## config.mk

```make
export PLATFORM = sky130hd
export DESIGN_NAME = muldiv_seq
export DESIGN_NICKNAME = d
export VERILOG_FILES = /design/src/rtl/muldiv_seq.sv
export SDC_FILE = /design/constraint.sdc
export NUM_CORES = 1
export LEC_CHECK = 0
export BUFFER_PORTS_ARGS = -buffer_cell sky130_fd_sc_hd__buf_2
export CAP_MARGIN = 5
export CORE_ASPECT_RATIO = 1.1
export CORE_MARGIN = 10
export CORE_UTILIZATION = 55
export DETAILED_ROUTE_END_ITERATION = 8
export PLACE_DENSITY = 0.75
export SLEW_MARGIN = 25
export SYNTH_ARGS = -nofsm -noshare
export SYNTH_HDL_FRONTEND = slang
export SYNTH_SLANG_ARGS = --single-unit
```

## constraint.sdc

```tcl
create_clock -name i_clk -period 9.4 [get_ports i_clk]
set_clock_uncertainty 0.2 [all_clocks]
set_input_delay 0.94 -clock i_clk [delete_from_list [all_inputs] [get_ports i_clk]]
set_output_delay 0.94 -clock i_clk [all_outputs]
set_load 0.05 [all_outputs]
```

## src/rtl/muldiv_seq.sv

```systemverilog
// Multi-cycle RV32M sequencer: radix-2 shift-add multiplier and restoring divider
// sharing one 64-bit accumulator, with a one-cycle result strobe and pipeline stall.
module muldiv_seq #(
    parameter int XLEN = 32
) (
    input  logic            i_clk,
    input  logic            i_rst,
    input  logic            i_start,
    input  logic [2:0]      i_op,
    input  logic [XLEN-1:0] i_rs1,
    input  logic [XLEN-1:0] i_rs2,
    input  logic            i_flush,
    output logic            o_stall,
    output logic            o_busy,
    output logic            o_valid,
    output logic [XLEN-1:0] o_result,
    output logic [2:0]      o_state
);

    typedef enum logic [2:0] {
        S_IDLE = 3'd0,
        S_PREP = 3'd1,
        S_CALC = 3'd2,
        S_FIX  = 3'd3,
        S_DONE = 3'd4
    } state_t;

    state_t              state_q;
    state_t              state_d;
    logic [2:0]          op_q;
    logic [XLEN-1:0]     a_q;
    logic [XLEN-1:0]     b_q;
    logic                neg_q;
    logic                neg_rem_q;
    logic [2*XLEN-1:0]   acc_q;
    logic [5:0]          cnt_q;

    logic                is_div;
    logic                sgn_a_op;
    logic                sgn_b_op;
    logic                a_neg;
    logic                b_neg;
    logic [XLEN-1:0]     a_mag;
    logic [XLEN-1:0]     b_mag;
    logic                div_zero;
    logic                div_ovf;
    logic [XLEN-1:0]     special_res;
    logic [XLEN:0]       mul_sum;
    logic [2*XLEN-1:0]   mul_next;
    logic [XLEN:0]       div_part;
    logic [XLEN:0]       div_diff;
    logic [2*XLEN-1:0]   div_next;
    logic [2*XLEN-1:0]   prod;
    logic [XLEN-1:0]     quot;
    logic [XLEN-1:0]     rem;
    logic [XLEN-1:0]     fix_res;

    // Operand classification; a_q/b_q still hold the raw operands while in PREP.
    always_comb begin
        is_div   = op_q[2];
        sgn_a_op = (op_q == 3'b000) || (op_q == 3'b001) || (op_q == 3'b010) ||
                   (op_q == 3'b100) || (op_q == 3'b110);
        sgn_b_op = (op_q == 3'b000) || (op_q == 3'b001) ||
                   (op_q == 3'b100) || (op_q == 3'b110);
        a_neg    = sgn_a_op & a_q[XLEN-1];
        b_neg    = sgn_b_op & b_q[XLEN-1];
        a_mag    = a_neg ? (~a_q + 1'b1) : a_q;
        b_mag    = b_neg ? (~b_q + 1'b1) : b_q;
        div_zero = is_div && (b_q == '0);
        div_ovf  = is_div && !op_q[0] && (a_q == {1'b1, {(XLEN-1){1'b0}}}) && (&b_q);
        special_res = '0;
        if (div_zero) begin
            special_res = op_q[1] ? a_q : '1;
        end else if (div_ovf) begin
            special_res = op_q[1] ? '0 : {1'b1, {(XLEN-1){1'b0}}};
        end
    end

    // One iteration of each algorithm; the divider compares a 33-bit partial remainder.
    always_comb begin
        mul_sum  = {1'b0, acc_q[2*XLEN-1:XLEN]} + {1'b0, a_q};
        mul_next = acc_q[0] ? {mul_sum, acc_q[XLEN-1:1]} : {1'b0, acc_q[2*XLEN-1:1]};
        div_part = acc_q[2*XLEN-1:XLEN-1];
        div_diff = div_part - {1'b0, b_q};
        div_next = div_diff[XLEN] ? {div_part[XLEN-1:0], acc_q[XLEN-2:0], 1'b0}
                                  : {div_diff[XLEN-1:0], acc_q[XLEN-2:0], 1'b1};
    end

    always_comb begin
        prod = neg_q ? (~acc_q + 1'b1) : acc_q;
        quot = neg_q ? (~acc_q[XLEN-1:0] + 1'b1) : acc_q[XLEN-1:0];
        rem  = neg_rem_q ? (~acc_q[2*XLEN-1:XLEN] + 1'b1) : acc_q[2*XLEN-1:XLEN];
        if (is_div) begin
            fix_res = op_q[1] ? rem : quot;
        end else begin
            fix_res = (op_q[1:0] == 2'b00) ? prod[XLEN-1:0] : prod[2*XLEN-1:XLEN];
        end
    end

    always_ff @(posedge i_clk or posedge i_rst) begin
        if (i_rst) begin
            state_q <= S_IDLE;
        end else begin
            state_q <= state_d;
        end
    end

    always_comb begin
        state_d = state_q;
        case (state_q)
            S_IDLE: if (i_start && !i_flush) state_d = S_PREP;
            S_PREP: state_d = (div_zero || div_ovf) ? S_DONE : S_CALC;
            S_CALC: if (cnt_q == 6'd1) state_d = S_FIX;
            S_FIX:  state_d = S_DONE;
            S_DONE: state_d = S_IDLE;
            default: state_d = S_IDLE;
        endcase
        if (i_flush && (state_q != S_IDLE)) state_d = S_IDLE;
    end

    always_comb begin
        o_busy  = (state_q != S_IDLE);
        o_valid = (state_q == S_DONE) && !i_flush;
        o_stall = ((state_q == S_IDLE) && i_start && !i_flush) ||
                  (state_q == S_PREP) || (state_q == S_CALC) || (state_q == S_FIX);
        o_state = state_q;
    end

    // o_result is only written when the op is not being flushed, so it holds otherwise.
    always_ff @(posedge i_clk or posedge i_rst) begin
        if (i_rst) begin
            op_q      <= '0;
            a_q       <= '0;
            b_q       <= '0;
            neg_q     <= 1'b0;
            neg_rem_q <= 1'b0;
            acc_q     <= '0;
            cnt_q     <= '0;
            o_result  <= '0;
        end else begin
            case (state_q)
                S_IDLE: begin
                    if (i_start && !i_flush) begin
                        op_q <= i_op;
                        a_q  <= i_rs1;
                        b_q  <= i_rs2;
                    end
                end
                S_PREP: begin
                    a_q       <= a_mag;
                    b_q       <= b_mag;
                    neg_q     <= a_neg ^ b_neg;
                    neg_rem_q <= a_neg;
                    cnt_q     <= 6'(XLEN);
                    acc_q     <= is_div ? {{XLEN{1'b0}}, a_mag} : {{XLEN{1'b0}}, b_mag};
                    if ((div_zero || div_ovf) && !i_flush) o_result <= special_res;
                end
                S_CALC: begin
                    cnt_q <= cnt_q - 6'd1;
                    acc_q <= is_div ? div_next : mul_next;
                end
                S_FIX: begin
                    if (!i_flush) o_result <= fix_res;
                end
                default: ;
            endcase
        end
    end

endmodule

```

==> run metrics <==
status completed; Die Area 38500 um2; clock slew at reported path FFs 0.08 ns; Buffers on Ports 108; Critical Path Source Type register; Crit Path Category register to register; top-count cell post-synth nand2_1; post-synthesis compound-gate area fraction 28.2%; critical path endpoint category register; GRT overflow 0; Yosys cell types 91; Detail Route Antenna Nets 0; die height 205 um; FF+latch count, synth 174; Worst VDD drop between 0.0002 and 0.0003 V; synthesized area per cell 7.69 um2; Inst Count DP 2587; Nets 2336; worst reg-to-reg setup slack between 5 and 6 ns; post-synthesis async set-or-reset flop share 100%; htree depth 4; Post-Syn Area between 15000 and 20000 um2; Crit. Startpoint acc_q[7]; Num CTS Buffers 17; Commonest cells post-synth nand2_1, o21ai_0, a21oi_1, nor2_1, dfrtp_1; Post-Synth XOR/XNOR Area roughly a tenth; R2R depth 9; layout cells sized above 1 10.9%; Post-Syn Instances between 2000 and 2500; first-pass GRT wire length 108000 um; switching share of power 55.9%; Worst-Skew Late Latency 0.47 ns; GRT Overall Usage between 30 and 40%; Seq/Total Area, Yosys 25.5%; clock power share 11.5%; largest family of logic cells by synthesized area compound AO/OA/AOI/OAI gates; CP endpoint o_result[31]; Final setup viols 0; max_cap viols 0; Initial Util 56.0%; Post-Synth Simple-Gate Area 20.6%; Total Neg Setup Slack 0 ns; Req. time, crit path 9.60 ns; Tcrit/Tclk final 45.3%; TritonRoute pass-1 iters 6; initial antenna violation count 1; worst-margin pin slew around 1.1 ns; yosys warns 0; floorplan row count 67; max-slew violations 0; PwrDens about 390 nW/um2; CTS tree done; CTS root buf clkbuf_16; Final Non-Filler Cells 2620; sequential power share 24.4%; DRT iter0 DRCs roughly 2900; Reg-to-Reg End o_result[31]; count of hold-fix buffers inserted at cts 0; Routed WL 72100 um; Max-slew headroom 25.1%; Worst R2R Start acc_q[7]; GP Congestion 1.06; Detailed Place HPWL around 53000 um; Max Root-Sink Buffers 2; final hold viol count 0; Area growth, synth to finish 7.10%; Adder-Cell Fraction of Synth Area 5.44%; Hold WC Path Type input pin to async pin; # IOs 109; Data arrival, critical path 4.45 ns; pin count of the biggest net entering global routing 87; Net Sw Power 0.00396 W; syn_nets between 2000 and 2500; clock sink count 174; Synth top area share 25.5%; ranking of synthesized cells by area dfrtp_1, o21ai_0, xnor2_1, a21oi_1, ha_1; Comb power frac 64.1%; vias in the first global route approximately 17000; Critical Path Fanout Max 8; core area 30500 um2; fmax 235 MHz; Post-synth EDFFs 0; postcts setup bufs 0; DR DRC count 0; internal power 0.00312 W; DR WL/cell 27.5 um; most common flop cell mapped by yosys dfrtp_1; Vias per Instance ~7; post-cts resize count 0; Die Width 188 um; dominant cell type by area after synthesis dfrtp_1; static leakage about 7.8 nW; via count 18287; crit path time final roughly 4.3 ns; post-synthesis mux area share 4.61%; RSZ-0062 raised after global routing false
-- critical path, stage by stage (launching register included) --
cell and delay, ns:
dfrtp_1 0.48, nor4_1 0.74, nand3_1 0.49, o21a_1 0.46, a21oi_1 0.26, xnor2_1 0.25
o32ai_1 0.15, nor3_1 0.65, a31oi_1 0.29, o21ai_1 0.21
-- cell type report --
class | count | area, um2
clock inverters | 13 | 203
clock buffers | 19 | 443
inverters | 75 | 288
diodes | 1 | 2.50
multi-input cells | 1786 | 11700
flip-flops and latches | 174 | 4360
repair buffers | 138 | 766
well taps | 414 | 518
fillers | 2933 | 12200
-- worst min path at each step --
stage	endpoint	slack, ns
after floorplan	cnt_q[5]	0.24
after global placement	o_result[25]	0.26
after detailed placement	o_result[16]	0.26
after CTS	o_result[16]	0.27
after global routing	cnt_q[3]	0.29
final	cnt_q[3]	0.27
-- through the flow --
stage	utilization (%)	hold slack [ns]	cell area (um2)	power [W]	worst slack (ns)
3_3_place_gp	57.8	0.258	17600	0.00602	5.35
6_report	59.9	0.265	18300	0.00709	5.14
2_1_floorplan	-	0.235	17100	0.00468	3.54
5_1_grt	59.9	0.294	18300	0.00749	4.79
4_1_cts	59.9	0.275	18300	0.00690	5.26
3_5_place_dp	57.8	0.261	17600	0.00607	5.29
-- layer usage --
layer	part of all wire (%)	global-route usage, %	routed length (um)
met4	8.5	28.2	6130
met3	10	6.43	7350
met5	0	0	0
met1	38	46.1	27700
met2	43	54.6	30900
-- cell usage in the layout, fill, tap and decap left out, types with 28 or more instances in the layout --
master,instances
a21oi_1,179
xor2_1,77
a21o_1,33
xnor2_1,108
buf_4,30
nand2_1,221
mux2i_1,64
nor3_1,57
ha_1,71
nand3_1,43
a221o_1,30
a22oi_1,30
dfrtp_1,172
nor4_1,28
inv_1,73
buf_2,108
nor2_1,174
o21ai_0,204
-- cells by family (layout without fill, tap and decap cells) --
family          count (synthesis)  after routing
compound gates                736            736
simple gates                  714            714
buf+inv                       260            245
xor+xnor                      186            186
flops                         174            174
mux                            77             77
fa+ha+maj                      73             73
other cells                     0              1
-- state kept, by name, summed over array words and instances (netlist names) --
register / cells
b_q: 32
op_q: 3
neg_rem_q: 1
a_q: 32
acc_q: 64
neg_q: 1
cnt_q: 6
o_result: 32
o_state: 3
-- power groups by stage --
stage	Sequential [W]	Combinational, W	Clock, W
3_5_place_dp	0.00169	0.00438	0
6_report	0.00173	0.00454	0.000814
2_1_floorplan	0.00131	0.00337	0
4_1_cts	0.00168	0.00441	0.000812
5_1_grt	0.00174	0.00491	0.000839
3_3_place_gp	0.00168	0.00434	0
Power figures use the tool's default switching activity.
